## src/rtl/uart_pkg.sv

```systemverilog
// Shared types and baud-rate helpers for the UART receive path.
// The divisor constants are the 100 MHz values; baud_div() derives them for any clock.
package uart_pkg;

    typedef enum logic [1:0] {
        IDLE  = 2'd0,
        START = 2'd1,
        DATA  = 2'd2,
        STOP  = 2'd3
    } rx_state_e;

    localparam int unsigned DIV_W = 16;

    localparam logic [DIV_W-1:0] DIV_4800  = 16'd1302;
    localparam logic [DIV_W-1:0] DIV_9600  = 16'd651;
    localparam logic [DIV_W-1:0] DIV_19200 = 16'd326;
    localparam logic [DIV_W-1:0] DIV_38400 = 16'd163;

    // Clocks per 16x tick, rounded to nearest: (f + 8*baud) / (16*baud).
    function automatic logic [DIV_W-1:0] baud_div(input logic [1:0] br_cfg,
                                                  input int unsigned clk_freq_hz);
        int unsigned baud;
        case (br_cfg)
            2'b00:   baud = 32'd4800;
            2'b01:   baud = 32'd9600;
            2'b10:   baud = 32'd19200;
            2'b11:   baud = 32'd38400;
            default: baud = 32'd9600;
        endcase
        return DIV_W'((clk_freq_hz + 32'd8 * baud) / (32'd16 * baud));
    endfunction

endpackage

```

## src/rtl/uart_baud_tick.sv

```systemverilog
// Programmable tick divider: one-clock tick every div_sel clocks while run is high.
// Pass a 1x terminal count instead of the 16x one to reuse it on the transmit side.
module uart_baud_tick
    import uart_pkg::*;
(
    input  logic             clk,
    input  logic             rst,
    input  logic [DIV_W-1:0] div_sel,
    input  logic             run,
    output logic             tick
);

    logic [DIV_W-1:0] cnt_r;
    logic             at_tc_s;

    assign at_tc_s = (cnt_r == (div_sel - DIV_W'(1)));

    // Divider count and registered tick; held cleared whenever run is low.
    always_ff @(posedge clk or negedge rst) begin
        if (!rst) begin
            cnt_r <= {DIV_W{1'b0}};
            tick  <= 1'b0;
        end else if (!run) begin
            cnt_r <= {DIV_W{1'b0}};
            tick  <= 1'b0;
        end else if (at_tc_s) begin
            cnt_r <= {DIV_W{1'b0}};
            tick  <= 1'b1;
        end else begin
            cnt_r <= cnt_r + DIV_W'(1);
            tick  <= 1'b0;
        end
    end

endmodule

```

## src/rtl/uart_rx.sv

```systemverilog
// 8N1 UART receiver with 16x oversampling, baud select latched per frame,
// and a one-entry valid/ready holding register with framing-error and overrun pulses.
module uart_rx
    import uart_pkg::*;
#(
    parameter int unsigned CLK_FREQ_HZ = 100000000,
    parameter int unsigned OVERSAMPLE  = 16
) (
    input  logic       clk,
    input  logic       rst,
    input  logic       rxd,
    input  logic [1:0] br_cfg,
    output logic [7:0] rx_data,
    output logic       rx_valid,
    input  logic       rx_ready,
    output logic       frame_err,
    output logic       overrun
);

    localparam logic [3:0] OS_MID  = 4'(OVERSAMPLE / 2 - 1);
    localparam logic [3:0] OS_LAST = 4'(OVERSAMPLE - 1);

    rx_state_e        state_r, state_s;
    logic             rxd_meta_r, rxd_sync_r;
    logic [3:0]       os_cnt_r;
    logic [2:0]       bit_cnt_r;
    logic [7:0]       shift_r;
    logic [DIV_W-1:0] div_r;
    logic             tick_s, run_s;
    logic             os_clr_s, os_inc_s, bit_clr_s, bit_inc_s, shift_en_s;
    logic             latch_div_s, byte_done_s, ferr_s;

    assign run_s = (state_r != IDLE);

    uart_baud_tick u_tick (
        .clk     (clk),
        .rst     (rst),
        .div_sel (div_r),
        .run     (run_s),
        .tick    (tick_s)
    );

    // Two-flop synchronizer; reset to the idle-high line level.
    always_ff @(posedge clk or negedge rst) begin
        if (!rst) begin
            rxd_meta_r <= 1'b1;
            rxd_sync_r <= 1'b1;
        end else begin
            rxd_meta_r <= rxd;
            rxd_sync_r <= rxd_meta_r;
        end
    end

    // State register.
    always_ff @(posedge clk or negedge rst) begin
        if (!rst) begin
            state_r <= IDLE;
        end else begin
            state_r <= state_s;
        end
    end

    // Next-state and datapath strobes; all sampling happens on oversample ticks.
    always_comb begin
        state_s     = state_r;
        os_clr_s    = 1'b0;
        os_inc_s    = 1'b0;
        bit_clr_s   = 1'b0;
        bit_inc_s   = 1'b0;
        shift_en_s  = 1'b0;
        latch_div_s = 1'b0;
        byte_done_s = 1'b0;
        ferr_s      = 1'b0;
        case (state_r)
            IDLE: begin
                if (!rxd_sync_r) begin
                    state_s     = START;
                    latch_div_s = 1'b1;
                    os_clr_s    = 1'b1;
                end else begin
                    state_s = IDLE;
                end
            end
            START: begin
                if (tick_s && (os_cnt_r == OS_MID)) begin
                    os_clr_s  = 1'b1;
                    bit_clr_s = 1'b1;
                    state_s   = rxd_sync_r ? IDLE : DATA;
                end else if (tick_s) begin
                    os_inc_s = 1'b1;
                end else begin
                    state_s = START;
                end
            end
            DATA: begin
                if (tick_s && (os_cnt_r == OS_LAST)) begin
                    os_clr_s   = 1'b1;
                    shift_en_s = 1'b1;
                    bit_inc_s  = 1'b1;
                    state_s    = (bit_cnt_r == 3'd7) ? STOP : DATA;
                end else if (tick_s) begin
                    os_inc_s = 1'b1;
                end else begin
                    state_s = DATA;
                end
            end
            STOP: begin
                if (tick_s && (os_cnt_r == OS_LAST)) begin
                    os_clr_s    = 1'b1;
                    state_s     = IDLE;
                    byte_done_s = rxd_sync_r;
                    ferr_s      = ~rxd_sync_r;
                end else if (tick_s) begin
                    os_inc_s = 1'b1;
                end else begin
                    state_s = STOP;
                end
            end
            default: begin
                state_s = IDLE;
            end
        endcase
    end

    // Oversample/bit counters, shift register and per-frame divisor latch.
    always_ff @(posedge clk or negedge rst) begin
        if (!rst) begin
            os_cnt_r  <= 4'd0;
            bit_cnt_r <= 3'd0;
            shift_r   <= 8'h00;
            div_r     <= {DIV_W{1'b0}};
        end else begin
            if (os_clr_s) begin
                os_cnt_r <= 4'd0;
            end else if (os_inc_s) begin
                os_cnt_r <= os_cnt_r + 4'd1;
            end
            if (bit_clr_s) begin
                bit_cnt_r <= 3'd0;
            end else if (bit_inc_s) begin
                bit_cnt_r <= bit_cnt_r + 3'd1;
            end
            if (shift_en_s) begin
                shift_r <= {rxd_sync_r, shift_r[7:1]};
            end
            if (latch_div_s) begin
                div_r <= baud_div(br_cfg, CLK_FREQ_HZ);
            end
        end
    end

    // Holding register: a same-cycle consume makes room, otherwise a full register overruns.
    always_ff @(posedge clk or negedge rst) begin
        if (!rst) begin
            rx_data   <= 8'h00;
            rx_valid  <= 1'b0;
            frame_err <= 1'b0;
            overrun   <= 1'b0;
        end else begin
            frame_err <= ferr_s;
            overrun   <= 1'b0;
            if (byte_done_s && (!rx_valid || rx_ready)) begin
                rx_data  <= shift_r;
                rx_valid <= 1'b1;
            end else if (byte_done_s) begin
                overrun <= 1'b1;
            end else if (rx_valid && rx_ready) begin
                rx_valid <= 1'b0;
            end
        end
    end

endmodule

```

## config.mk

```make
export PLATFORM = sky130hd
export DESIGN_NAME = uart_rx
export DESIGN_NICKNAME = d
export VERILOG_FILES = /design/src/rtl/uart_pkg.sv /design/src/rtl/uart_baud_tick.sv /design/src/rtl/uart_rx.sv
export SDC_FILE = /design/constraint.sdc
export NUM_CORES = 1
export LEC_CHECK = 0
export CORE_UTILIZATION = 35
export DETAILED_ROUTE_END_ITERATION = 10
export PLACE_DENSITY = 0.53
export SYNTH_ARGS = -nofsm -noshare
export SYNTH_HDL_FRONTEND = slang
export SYNTH_SLANG_ARGS = --single-unit
```

## constraint.sdc

```tcl
create_clock -name clk -period 2.66 [get_ports clk]
set_clock_uncertainty 0.15 [all_clocks]
set_input_delay 0.399 -clock clk [delete_from_list [all_inputs] [get_ports clk]]
set_output_delay 0.399 -clock clk [all_outputs]
set_load 0.05 [all_outputs]
```

==> reports/qor.csv <==
metric;value;unit
outcome;complete, but fails checks;
violations;setup timing;
switching_share;28.6;%
leakage;0.00227;uW
maxCapViolations;0;
crit_slowest_cell;a2111o_1;
avgViaCountPerCell;5.09;
cts-buffers-inserted;9;
first_iter_violations;181;
stdcell_area;0.00500;mm^2
cts_root_buf;clkbuf_8;
io_buffers;16;
gp_congestion;0.947;
worstRegToRegCells;9;
max_stage_delay;0.49;ns
arrival;2.86;ns
synth_top_area_cell;dfrtp_1;
cts_tree;done;
period_minus_slack;2.79;ns
hold_slack;0.210;ns
regArea;0.00153;mm^2
area_growth;33.8;%
clkTransAtPathRegs;0.08;ns
required;2.74;ns
detailed_place_hpwl;6440;um
stdcell_count;614;
final_util;48.4;%
switching_power;733;uW
endpoint_kind;register;
rsz0062_at_grt;yes;
path_cells;or3_4, or3_4, a21bo_1, a21bo_1, a2111o_1, o31ai_4, buf_6, buf_12, nor2_1;
worst_pin_slew;0.607;ns
worstHoldStart;rxd_meta_r;
synth-edff-count;0;
core_area;0.0103;mm^2
cts_max_level;3;
grt_max_degree;29;
grt_use_total;16.7;%
dp_cells;586;
die_area;0.0111;mm^2
nFillCells;1003;
period_share;105;%
crit_fanout;8;
whs_endpoint;rxd_sync_r;
synthCells;387;
cts.sinks;61;
route.detailed.drc;0;
antenna_left;0;
ir_drop;0.226;mV
antenna_found_initial;0;
holdPathStages;0;
fmax;0.359;GHz
clockBufferDepth;2;
slew-limit-headroom;59.5;%
setup_ws;-0.125;ns
grt_first_pass_wirelength;14900;um
p_clk_share;36.2;%
p_per_area;513;mW/mm^2
crit_type;register to register;
nNetsFinal;501;
yosysTopAreaCellShare;39.5;%
comb_power_share;20.4;%
start_util;36.2;%
drv_slew;0;
wl_per_cell;14.2;um
total_power;2570;uW
drt_pre_antenna_iters;4;
placed_cell_area;0.00454;mm^2
synth_most_common_cell;dfrtp_1;
die_w;105;um
reg2reg_to;u_tick.cnt_r[7];
netlist_area;0.00373;mm^2
synth-seq-area-share;40.9;%
syn_area_per_cell;9.65;um^2
layout-drive-gt1-share;31.4;%
synth_commonest_cells;dfrtp_1 (59), nor2_1 (35), nand2_1 (30), ha_1 (22), xnor2_1 (21);
die_h;105;um
synth-main-ff-cell;dfrtp_1;
io_pins;17;
r2r_start;div_r[10];
p_int;1830;uW
grt_overflow;0;
setup_viol;16;
syn_nets;415;
hold_viol;0;
synth.distinct_cells;57;
min_path_type;register to register;
yosys-top-cells-area;dfrtp_1 (40%), ha_1 (7.4%), xnor2_1 (4.9%);
routed_wl;8690;um
seqPwrFrac;43.4;%
rows;37;
reg2reg_slack;-0.13;ns
asyncSetResetFlopFracSynth;100;%
n_antenna_cell;0;
multi_input_area;0.00226;mm^2
start_kind;register;
synth_seq_cells;61;
vias;3126;
grt_pass1_vias;3120;
insertion_delay;0.34;ns
yosysWarnings;0;
## kinds of logic (layout without fill, tap and decap cells)
kind of cell	Yosys count	in the layout	share of synthesized area (%)
flip-flops	61	61	40.9
buffers and inverters	30	121	3.42
adder cells (fa/ha/maj)	22	22	7.37
multiplexers	24	24	6.97
XOR/XNOR	35	35	8.21
AO/OA/AOI/OAI	67	67	12.3
AND/OR/NAND/NOR	148	148	20.8
## final cells by class
cell class	count	area share, %
multi-input cells	296	45.1
flip-flops and latches	61	30.6
repair buffers	88	15.0
well taps	136	3.41
clock buffers	10	2.75
clock inverters	6	1.73
inverters	17	1.33
## registers in the layout, summed over array words and instances, names as in the netlist
name and flops:
overrun 1, div_r 14, rx_data 8, u_tick.tick 1, shift_r 8, rx_valid 1
frame_err 1, u_tick.cnt_r 16, bit_cnt_r 3, os_cnt_r 4, state_r 2, rxd_sync_r 1
rxd_meta_r 1
## power groups by stage
stage	Combinational (uW)	Clock (uW)	Sequential, uW
after floorplan	322	0	1110
after detailed placement	491	0	1130
after CTS	508	958	1120
after global placement	480	0	1130
after global routing	582	999	1130
final	522	929	1110
## through the flow
step / TNS (ns) / setup slack [ns]
final: -1.93 / -0.125
after global routing: -3.85 / -0.251
after CTS: -1.80 / -0.112
after detailed placement: -3.03 / -0.707
after global placement: -2.88 / -0.705
after floorplan: -0.656 / -0.0619
## critical path: cells and delay by family, from the launching register on
| family | cells | cell delay [ns] |
|---|---|---|
| DFF | 1 | 0.40 |
| AOI/OAI and AO/OA | 4 | 1.04 |
| buffers and inverters | 2 | 0.29 |
| and+or+nand+nor | 3 | 0.79 |
## per-layer routing
layer  track usage, %  part of all wire (%)  vias up
met3             3.53                   2.6       13
li1                 -                     -     1543
met5                0                     0        -
met2             26.9                    47       41
met4             4.12                   1.1        0
met1             22.7                    49     1529
## cells in the final DEF, fill, tap and decap left out, types with 3 or more instances in the layout
| master | count |
|---|---|
| buf_4 | 64 |
| dfrtp_1 | 58 |
| nor2_1 | 33 |
| nand2_1 | 30 |
| xnor2_1 | 21 |
| a21oi_1 | 17 |
| mux2_2 | 16 |
| nand3_1 | 14 |
| xor2_1 | 14 |
| ha_1 | 14 |
| o21ai_0 | 13 |
| clkdlybuf4s50_1 | 13 |
| inv_1 | 12 |
| nand2b_1 | 10 |
| and3_1 | 10 |
| clkbuf_8 | 10 |
| nor3_1 | 9 |
| mux2i_1 | 8 |
| inv_2 | 4 |
| a31oi_1 | 4 |
| and2_1 | 4 |
| ha_2 | 4 |
| ha_4 | 4 |
| buf_6 | 4 |
| or4b_4 | 3 |
| nor2b_1 | 3 |
| or2_2 | 3 |
| nor4_1 | 3 |
| nand4_1 | 3 |
| o22ai_1 | 3 |
## worst max path at each step
stage	start	end	slack, ns	cells after the start
2_1_floorplan	div_r[0]	u_tick.cnt_r[9]	-0.06	10
3_3_place_gp	br_cfg[1]	div_r[0]	-0.70	10
3_5_place_dp	br_cfg[1]	div_r[0]	-0.71	10
4_1_cts	div_r[0]	u_tick.cnt_r[14]	-0.11	11
5_1_grt	div_r[6]	u_tick.cnt_r[13]	-0.25	9
6_report	div_r[10]	u_tick.cnt_r[7]	-0.13	9
## what timing repair did
item / CTS / global route
cloned: 1 / 0
hold endpoints to repair: 24 / 0
resized for setup: 17 / 25
setup buffers: 5 / 5
pin swaps: 7 / 7
hold buffers: 1 / 0
setup endpoints to repair: 18 / 19
No activity file was read; power rests on OpenSTA's default activity.
